File: config.mk
export PLATFORM = sky130hd
export DESIGN_NAME = pipelined_logical_reducer
export DESIGN_NICKNAME = d
export VERILOG_FILES = /design/src/rtl/pipelined_logical_reducer_pkg.sv /design/src/rtl/pipelined_logical_reducer_beat_reduce.sv /design/src/rtl/pipelined_logical_reducer.sv
export SDC_FILE = /design/constraint.sdc
export NUM_CORES = 1
export LEC_CHECK = 0
export ABC_CLOCK_PERIOD_IN_PS = 4300
export BUFFER_PORTS_ARGS = -buffer_cell sky130_fd_sc_hd__clkbuf_2
export CAP_MARGIN = 20
export CORE_ASPECT_RATIO = 0.9
export CORE_MARGIN = 2
export CORE_UTILIZATION = 55
export CTS_BUF_LIST = sky130_fd_sc_hd__clkbuf_8
export DETAILED_ROUTE_END_ITERATION = 10
export MAX_ROUTING_LAYER = met4
export PLACE_DENSITY = 0.85
export SLEW_MARGIN = 20
export SYNTH_ARGS = -nofsm -noshare
export SYNTH_HDL_FRONTEND = slang
export SYNTH_HIERARCHICAL = 1
export SYNTH_SLANG_ARGS = --single-unit
File: constraint.sdc
create_clock -name clk -period 4.3 [get_ports clk]
set_input_delay 0.645 -clock clk [delete_from_list [all_inputs] [get_ports clk]]
set_output_delay 0.645 -clock clk [all_outputs]
set_load 0.02 [all_outputs]
File: src/rtl/pipelined_logical_reducer_pkg.sv
// Shared types for the pipelined logical reducer: reduction modes, packet
// state and helpers that map an op code and accumulated flags to a result.
package pipelined_logical_reducer_pkg;

    typedef enum logic [2:0] {
        MODE_OR   = 3'd0,
        MODE_AND  = 3'd1,
        MODE_XOR  = 3'd2,
        MODE_NOR  = 3'd3,
        MODE_NAND = 3'd4,
        MODE_XNOR = 3'd5
    } mode_e;

    typedef enum logic {
        IDLE  = 1'b0,
        ACCUM = 1'b1
    } state_e;

    // Unassigned op codes fall back to OR.
    function automatic mode_e decode_mode(input logic [2:0] op);
        mode_e m;
        case (op)
            3'd1:    m = MODE_AND;
            3'd2:    m = MODE_XOR;
            3'd3:    m = MODE_NOR;
            3'd4:    m = MODE_NAND;
            3'd5:    m = MODE_XNOR;
            default: m = MODE_OR;
        endcase
        return m;
    endfunction

    function automatic logic reduce_result(input mode_e mode,
                                           input logic any_true,
                                           input logic all_true,
                                           input logic parity);
        logic r;
        case (mode)
            MODE_AND:  r = all_true;
            MODE_XOR:  r = parity;
            MODE_NOR:  r = !any_true;
            MODE_NAND: r = !all_true;
            MODE_XNOR: r = !parity;
            default:   r = any_true;
        endcase
        return r;
    endfunction

endpackage

File: src/rtl/pipelined_logical_reducer_beat_reduce.sv
// Combinational reduction of one beat of M operands to the flags and
// nonzero-operand count that the packet accumulators consume.
module logical_beat_reduce #(
    parameter int N  = 8,
    parameter int M  = 4,
    parameter int BW = $clog2(M + 1)
) (
    input  logic [M*N-1:0] data,
    output logic           any_true,
    output logic           all_true,
    output logic           parity,
    output logic [BW-1:0]  nonzero_count
);

    logic op_true;

    always_comb begin
        any_true      = 1'b0;
        all_true      = 1'b1;
        parity        = 1'b0;
        nonzero_count = '0;
        op_true       = 1'b0;
        for (int k = 0; k < M; k++) begin
            op_true       = |data[k*N +: N];
            any_true      = any_true | op_true;
            all_true      = all_true & op_true;
            parity        = parity ^ op_true;
            nonzero_count = nonzero_count + BW'(op_true);
        end
    end

endmodule

File: src/rtl/pipelined_logical_reducer.sv
// Packet-level logical reducer: folds per-beat operand flags across a packet
// and presents the result, nonzero count and beat count in an output register.
module pipelined_logical_reducer
    import pipelined_logical_reducer_pkg::*;
#(
    parameter int N  = 8,
    parameter int M  = 4,
    parameter int CW = 16
) (
    input  logic          clk,
    input  logic          rst,
    input  logic          in_valid,
    output logic          in_ready,
    input  logic [M*N-1:0] in_data,
    input  logic          in_last,
    input  logic [2:0]    in_op,
    output logic          out_valid,
    input  logic          out_ready,
    output logic          out_result,
    output logic [CW-1:0] out_count,
    output logic [CW-1:0] out_beats
);

    localparam int BW = $clog2(M + 1);
    localparam int SW = ((CW > BW) ? CW : BW) + 1;
    localparam logic [CW-1:0] CNT_MAX = '1;

    state_e        state;
    state_e        state_next;
    mode_e         acc_mode;
    logic          acc_any;
    logic          acc_all;
    logic          acc_par;
    logic [CW-1:0] acc_count;
    logic [CW-1:0] acc_beats;

    logic          beat_any;
    logic          beat_all;
    logic          beat_par;
    logic [BW-1:0] beat_count;

    logic          accept;
    logic          first_beat;
    mode_e         mode_cur;
    logic          new_any;
    logic          new_all;
    logic          new_par;
    logic [SW-1:0] count_sum;
    logic [CW-1:0] new_count;
    logic [CW-1:0] new_beats;
    logic          new_result;

    logical_beat_reduce #(
        .N  (N),
        .M  (M),
        .BW (BW)
    ) u_beat_reduce (
        .data          (in_data),
        .any_true      (beat_any),
        .all_true      (beat_all),
        .parity        (beat_par),
        .nonzero_count (beat_count)
    );

    assign in_ready   = !out_valid || out_ready;
    assign accept     = in_valid && in_ready;
    assign first_beat = (state == IDLE);

    always_ff @(posedge clk or posedge rst) begin
        if (rst) begin
            state <= IDLE;
        end else begin
            state <= state_next;
        end
    end

    always_comb begin
        state_next = state;
        if (accept) begin
            state_next = in_last ? IDLE : ACCUM;
        end
    end

    // On the first beat the stale accumulators are replaced by identity values
    // so nothing from a previous or aborted packet can leak in.
    always_comb begin
        mode_cur   = first_beat ? decode_mode(in_op) : acc_mode;
        new_any    = (first_beat ? 1'b0 : acc_any) | beat_any;
        new_all    = (first_beat ? 1'b1 : acc_all) & beat_all;
        new_par    = (first_beat ? 1'b0 : acc_par) ^ beat_par;
        count_sum  = SW'(first_beat ? '0 : acc_count) + SW'(beat_count);
        new_count  = (count_sum > SW'(CNT_MAX)) ? CNT_MAX : CW'(count_sum);
        new_beats  = CW'(1);
        if (!first_beat) begin
            new_beats = (acc_beats == CNT_MAX) ? CNT_MAX : acc_beats + CW'(1);
        end
        new_result = reduce_result(mode_cur, new_any, new_all, new_par);
    end

    always_ff @(posedge clk or posedge rst) begin
        if (rst) begin
            acc_mode  <= MODE_OR;
            acc_any   <= 1'b0;
            acc_all   <= 1'b0;
            acc_par   <= 1'b0;
            acc_count <= '0;
            acc_beats <= '0;
        end else if (accept && !in_last) begin
            acc_mode  <= mode_cur;
            acc_any   <= new_any;
            acc_all   <= new_all;
            acc_par   <= new_par;
            acc_count <= new_count;
            acc_beats <= new_beats;
        end
    end

    // A last beat may load while the previous result drains in the same cycle.
    always_ff @(posedge clk or posedge rst) begin
        if (rst) begin
            out_valid  <= 1'b0;
            out_result <= 1'b0;
            out_count  <= '0;
            out_beats  <= '0;
        end else if (accept && in_last) begin
            out_valid  <= 1'b1;
            out_result <= new_result;
            out_count  <= new_count;
            out_beats  <= new_beats;
        end else if (out_valid && out_ready) begin
            out_valid  <= 1'b0;
        end
    end

endmodule

==> flow_summary.json, run 1 <==
{
  "run_status": "finished, final reports clean",
  "synth_top_area_share_pct": 44.1,
  "period_needed_ns": 3.74,
  "rows": 30,
  "place_inst": 615,
  "timing.final.max_slew_violations": 0,
  "total_power_mw": 1.83,
  "yosys_warnings": 6,
  "worst_ep_required_time_ns": 4.59,
  "worst-r2r-cell-count": 9,
  "layout_worst_path_cycle_share_pct": 87.0,
  "place_area_um2": 4580,
  "post_synth_inst_count": 465,
  "grt_use_total_pct": 26.9,
  "cts-buffers-inserted": 9,
  "clk_pin_slew_ns": 0.07,
  "worst_setup_start_kind": "primary input",
  "logic_depth_of_the_worst_setup_path_including_buffers": 16,
  "final_area_um2": 4760,
  "grt_pass1_vias": 3510,
  "worstPathArrival_ns": 4.03,
  "hold_buffers": 0,
  "largest_net_degree_at_the_start_of_global_routing": 47,
  "reg2reg_slack_ns": 1.43,
  "cts_tree": "done",
  "finalClockSkew_ns": 0.00888,
  "layout-drive-gt1-share_pct": 21.7,
  "grt_remaining_overflow": 0,
  "pleak_nw": 2.18,
  "rr_startpoint": "state$_DFFE_PP0P_",
  "holdCritPathClass": "in2async",
  "yosys_register_bits": 73,
  "post_cts_resize_count": 0,
  "clock_latency_ns": 0.36,
  "postSynthNetCount": 516,
  "rsz0062_at_grt": "no",
  "synth_seq_area_share_pct": 44.1,
  "hpwlAfterDp_mm": 7.17,
  "timing.final.ws_setup_ns": 0.560,
  "timing_worst_slew_pin_value_ns": 0.655,
  "dieWidth_um": 95.5,
  "power_density_nw_per_um2": 384,
  "post_drt_via_cell_ratio": 5.93,
  "crit_path_max_incr_delay_ns": 0.65,
  "crit-reg2reg-capture": "acc_count[15]$_DFFE_PP0P_",
  "drt-pass1-iter-count": 5,
  "timing.final.hold_violations": 0,
  "synth_flop_cell": "dfrtp_1",
  "numClockSinks": 73,
  "cts-root-buf": "clkbuf_8",
  "post-cts-setup-buffer-count": 0,
  "post_drt_wl_per_cell_um": 15.9,
  "setup_violations": 0,
  "fin_worst_hold_slack_ns": 0.357,
  "timing.critical_path.cells": "clkbuf_2 -> nor4_1 -> nand2_1 -> inv_1 -> ha_1 -> inv_1 -> fa_1 -> inv_1 -> ha_1 -> inv_1 -> fa_1 -> and2b_1 -> o21ai_1 -> or4_1 -> a31o_1 -> a21oi_2",
  "detailroute.via_count": 3744,
  "area.growth.synth_to_final_pct": 15.0,
  "fillerInstances": 622,
  "drtAntennaViolNets": 0,
  "die_y_um": 86.3,
  "drt-initial-drc-count": 255,
  "ctsHtreeMaxLevel": 3,
  "cpLargestDelayFamily": "simple AND/OR/NAND/NOR gates",
  "critical_path.endpoint_type": "flop",
  "detail_route.drc_violations": 0,
  "layout.cells.non_filler": 631,
  "core_region_area_um2": 7430,
  "maxCapViolations": 0,
  "dieArea_um2": 8240,
  "worst_max_slew_margin_expressed_relative_to_the_limit_pct": 56.3,
  "ir_worst_vdd_v": 0.000311,
  "buffers_plus_inverters_on_the_worst_setup_path": 5,
  "worst_path_max_delay_cell": "or4_1",
  "avgSynthCellArea_um2": 8.91,
  "synth.cell_area_um2": 4140,
  "synth_largest_area_cell": "dfrtp_1",
  "floorplan.initialDensity_pct": 55.7,
  "clock_tree.buffer_depth": 2,
  "crit_top_cell": "inv_1",
  "number_of_top_level_pins": 75,
  "n_antenna_cell": 0,
  "yosys-top-cells-area": "dfrtp_1, nand2_1, o21ai_0",
  "synth_edf_count": 0,
  "preCtsSetupSlack_ns": 0.197,
  "timing.setup.critical_path_class": "in2reg",
  "critical_path.max_fanout": 6,
  "number_of_nets_in_the_layout": 581,
  "placement.io_buffers": 74,
  "timing.fmax_mhz": 267,
  "post_synth_num_cell_types": 60,
  "initial_antenna_violation_count": 0,
  "finalSetupTns_ns": 0,
  "wl_mm": 10.1,
  "asyncSetResetFlopFracSynth_pct": 100,
  "grt_pass1_wl_mm": 16.9,
  "finish.utilization_pct": 64.1,
  "routabilityCongestion": 0.953
}
==> logic make-up (layout without fill, tap and decap cells) <==
| logic type | after synthesis | count (layout) | share of synthesized area [%] |
|---|---|---|---|
| AND/OR/NAND/NOR | 177 | 177 | 21.5 |
| flip-flops | 73 | 73 | 44.1 |
| adder cells (fa/ha/maj) | 12 | 12 | 3.93 |
| multiplexers | 12 | 12 | 2.96 |
| buffers and inverters | 41 | 111 | 3.99 |
| XOR/XNOR | 22 | 22 | 4.65 |
| AO/OA/AOI/OAI | 128 | 128 | 18.9 |
==> metal layers <==
metal	wire length, µm	vias up	GRT usage (%)
met4	146	0	7.40
met5	0	-	-
met3	582	15	5.57
met1	4530	1819	37.4
met2	4800	117	40.7
li1	-	1793	-
==> registers in the layout, summed over array words and instances, names as in the netlist <==
register    flops
out_result      1
acc_beats      16
out_count      16
acc_count      16
state           1
out_beats      16
out_valid       1
acc_mode        3
acc_any         1
acc_par         1
acc_all         1
==> layout by cell type, fill, tap and decap left out, drive strengths merged, types with 10 or more instances in the layout <==
cell type  instances
clkbuf            85
nand2             70
a21oi             33
xor2              12
a31oi             12
o21ai             47
xnor2             10
nand3             17
mux2i             10
dfrtp             73
nor2              35
inv               12
==> final cells by class <==
class / count / area, µm² / area share, %
Tap cell: 96 / 120 / 2.52
Multi-Input combinational cell: 351 / 2150 / 45.2
Clock buffer: 11 / 151 / 3.18
Timing Repair Buffer: 82 / 430 / 9.04
Inverter: 13 / 48.8 / 1.02
Clock inverter: 5 / 30.0 / 0.631
Sequential cell: 73 / 1830 / 38.4
==> how the worst max path moves through the flow <==
| stage | startpoint | endpoint | slack, ns |
|---|---|---|---|
| floorplan | in_data[29] | acc_count[15]$_DFFE_PP0P_ | 0.34 |
| global placement | in_data[9] | acc_count[15]$_DFFE_PP0P_ | 0.33 |
| detailed placement | in_data[13] | acc_count[15]$_DFFE_PP0P_ | 0.20 |
| CTS | in_data[13] | acc_count[15]$_DFFE_PP0P_ | 0.57 |
| global route | in_data[13] | acc_count[15]$_DFFE_PP0P_ | 0.33 |
| finish | in_data[13] | acc_count[15]$_DFFE_PP0P_ | 0.56 |
==> report_power, final <==
group | switching [mW] | internal, mW
sequential | 0.0962 | 0.785
combinational | 0.279 | 0.169
clock | 0.261 | 0.238
==> synth_stat cells (all sizes together), types with 4 or more instances <==
| master | count |
|---|---|
| dfrtp | 73 |
| nand2 | 70 |
| o21ai | 47 |
| nor2 | 35 |
| a21oi | 33 |
| clkbuf | 17 |
| nand3 | 17 |
| a31oi | 12 |
| inv | 12 |
| xor2 | 12 |
| buf | 11 |
| mux2i | 10 |
| xnor2 | 10 |
| and3 | 9 |
| ha | 9 |
| nor3 | 9 |
| o211ai | 9 |
| nand4 | 7 |
| a2bb2oi | 5 |
| nor4 | 5 |
| or4 | 5 |
| and4 | 4 |
| nor3b | 4 |
| o2111ai | 4 |
==> worst register-to-register path, stage by stage, from the launching register on <==
cell	delay [ns]
dfrtp_1	0.62
and2_1	0.20
ha_1	0.15
inv_1	0.05
fa_1	0.40
and2b_1	0.23
o21ai_1	0.10
or4_1	0.65
a31o_1	0.27
a21oi_2	0.13
(Power assumes the default switching activity.)
==> run 2, diff against run 1 <==
--- a/config.mk
+++ b/config.mk
@@ -6,15 +6,16 @@
 export NUM_CORES = 1
 export LEC_CHECK = 0
 export ABC_CLOCK_PERIOD_IN_PS = 4300
-export BUFFER_PORTS_ARGS = -buffer_cell sky130_fd_sc_hd__clkbuf_2
 export CAP_MARGIN = 20
 export CORE_ASPECT_RATIO = 0.9
 export CORE_MARGIN = 2
-export CORE_UTILIZATION = 55
+export CORE_UTILIZATION = 34
 export CTS_BUF_LIST = sky130_fd_sc_hd__clkbuf_8
 export DETAILED_ROUTE_END_ITERATION = 10
+export DONT_BUFFER_PORTS = 1
 export MAX_ROUTING_LAYER = met4
-export PLACE_DENSITY = 0.85
+export PLACE_DENSITY = 0.54
+export RECOVER_POWER = 50
 export SLEW_MARGIN = 20
 export SYNTH_ARGS = -nofsm -noshare
 export SYNTH_HDL_FRONTEND = slang
==> flow_summary.json, run 2 (synthesis results as in run 1) <==
{
  "drt-initial-drc-count": 194,
  "worstPathArrival_ns": 3.94,
  "cts-buffers-inserted": 9,
  "p_int_mw": 1.25,
  "ir_worst_vdd_v": 0.000182,
  "timing.final.hold_violations": 0,
  "timing.fmax_mhz": 273,
  "grt_use_total_pct": 17.3,
  "p_sw_share_pct": 33.4,
  "initial_antenna_violation_count": 0,
  "core_region_area_um2": 12000,
  "cts_tree": "done",
  "placement.io_buffers": 0,
  "run_status": "complete, but fails checks",
  "hpwlAfterDp_mm": 7.29,
  "clock_latency_ns": 0.35,
  "place_inst": 605,
  "grt_pass1_vias": 3290,
  "timing_worst_slew_pin_value_ns": 2.09,
  "cts-root-buf": "clkbuf_8",
  "area.growth.synth_to_final_pct": 8.85,
  "min_path_cells": 2,
  "rr_startpoint": "state$_DFFE_PP0P_",
  "worst_ep_required_time_ns": 4.58,
  "layout.cells.non_filler": 621,
  "layout.cells.most_common_list": "dfrtp_1, nand2_1, o21ai_0",
  "post-cts-setup-buffer-count": 0,
  "wl_mm": 10.4,
  "power_frac_seq_pct": 51.0,
  "fin_worst_hold_slack_ns": 0.443,
  "dieArea_um2": 13100,
  "worst_max_slew_margin_expressed_relative_to_the_limit_pct": -39.9,
  "worst-r2r-cell-count": 8,
  "clock_tree.buffer_depth": 2,
  "hold_buffers": 0,
  "floorplan.initialDensity_pct": 34.6,
  "clk_pin_slew_ns": 0.08,
  "timing.setup.critical_path_class": "in2reg",
  "finalClockSkew_ns": 0.00983,
  "layout.cells.most_common": "dfrtp_1",
  "clock_power_share_pct": 32.4,
  "post_cts_resize_count": 0,
  "period_needed_ns": 3.66,
  "n_antenna_cell": 0,
  "power_density_nw_per_um2": 415,
  "failing_checks": "capacitance limit, slew limit",
  "critical_path.max_fanout": 6,
  "critical_path.endpoint_type": "flop",
  "timing.final.max_slew_violations": 76,
  "number_of_nets_in_the_layout": 507,
  "critPathCapture": "acc_count[15]$_DFFE_PP0P_",
  "uppermost_metal_layer_occupied_by_signal_nets": "met4",
  "ctsHtreeMaxLevel": 3,
  "detailroute.via_count": 3412,
  "post_drt_via_cell_ratio": 5.49,
  "met2RoutedLength_mm": 4.53,
  "detail_route.drc_violations": 0,
  "layout-drive-gt1-share_pct": 8.68,
  "route.layer.met1.wl_mm": 5.04,
  "die_y_um": 109,
  "route.met3.wl_um": 708,
  "worst_setup_start_kind": "primary input",
  "largest_net_degree_at_the_start_of_global_routing": 46,
  "finish.utilization_pct": 37.6,
  "number_of_top_level_pins": 75,
  "drtAntennaViolNets": 0,
  "pleak_nw": 1.88,
  "crit-reg2reg-capture": "out_count[15]$_DFFE_PP0P_",
  "dieWidth_um": 120,
  "grt_pass1_wl_mm": 17.1,
  "switch_pwr_uw": 625,
  "finalSetupTns_ns": 0,
  "routabilityCongestion": 0.859,
  "numClockSinks": 73,
  "holdCritPathClass": "in2reg",
  "maxCapViolations": 2,
  "rsz0062_at_grt": "no",
  "post_drt_wl_per_cell_um": 16.8,
  "combPwrFrac_pct": 16.7,
  "cp-startpoint": "in_data[9]",
  "grt_remaining_overflow": 0,
  "reg2reg_slack_ns": 1.21,
  "layout_worst_path_cycle_share_pct": 85.2,
  "setup_violations": 0,
  "rows": 38,
  "drt-pass1-iter-count": 4
}
==> run 2: cell type report <==
type / count / area, µm²
multi-input cells: 351 / 2150
clock buffers: 10 / 138
inverters: 13 / 50.0
well taps: 160 / 200
repair buffers: 8 / 56.3
clock inverters: 6 / 82.6
flip-flops and latches: 73 / 1830
fillers: 1223 / 7470
==> run 2: per-stage QoR <==
step	setup slack (ns)	instance area [µm²]	total power [mW]
2_1_floorplan	0.337	4140	1.19
3_3_place_gp	0.378	4290	1.27
3_5_place_dp	0.275	4290	1.28
4_1_cts	0.644	4510	1.90
5_1_grt	0.432	4510	1.99
6_report	0.637	4510	1.87
==> run 2: worst max-delay path, cell delays in order <==
cell and delay, ns:
nor4_1 0.27, nand2_1 0.11, inv_1 0.07, ha_1 0.21, inv_1 0.07, fa_1 0.41, inv_1 0.13, ha_1 0.19
inv_1 0.06, fa_1 0.39, and2b_1 0.23, o21ai_1 0.11, or4_1 0.65, a31o_1 0.27, a21oi_2 0.13
==> run 2: per-layer routing <==
layer	track usage (%)	vias up
met4	7.06	0
met3	5.49	16
met2	24.1	95
li1	-	1649
met1	23.3	1652
met5	-	-
==> run 2: power groups by stage <==
stage / Sequential, mW / Clock (mW) / Combinational (mW)
2_1_floorplan: 0.929 / 0 / 0.259
3_3_place_gp: 0.965 / 0 / 0.307
3_5_place_dp: 0.969 / 0 / 0.315
4_1_cts: 0.956 / 0.622 / 0.317
5_1_grt: 0.974 / 0.651 / 0.365
6_report: 0.954 / 0.606 / 0.312
==> run 2: worst min path at each step <==
stage / from / to / slack, ns
after floorplan: acc_count[0]$_DFFE_PP0P_ / acc_count[0]$_DFFE_PP0P_ / 0.44
after global routing: in_valid / state$_DFFE_PP0P_ / 0.46
after detailed placement: acc_any$_DFFE_PP0P_ / acc_any$_DFFE_PP0P_ / 0.47
after global placement: acc_par$_DFFE_PP0P_ / acc_par$_DFFE_PP0P_ / 0.46
after CTS: in_valid / state$_DFFE_PP0P_ / 0.43
final: in_valid / state$_DFFE_PP0P_ / 0.44
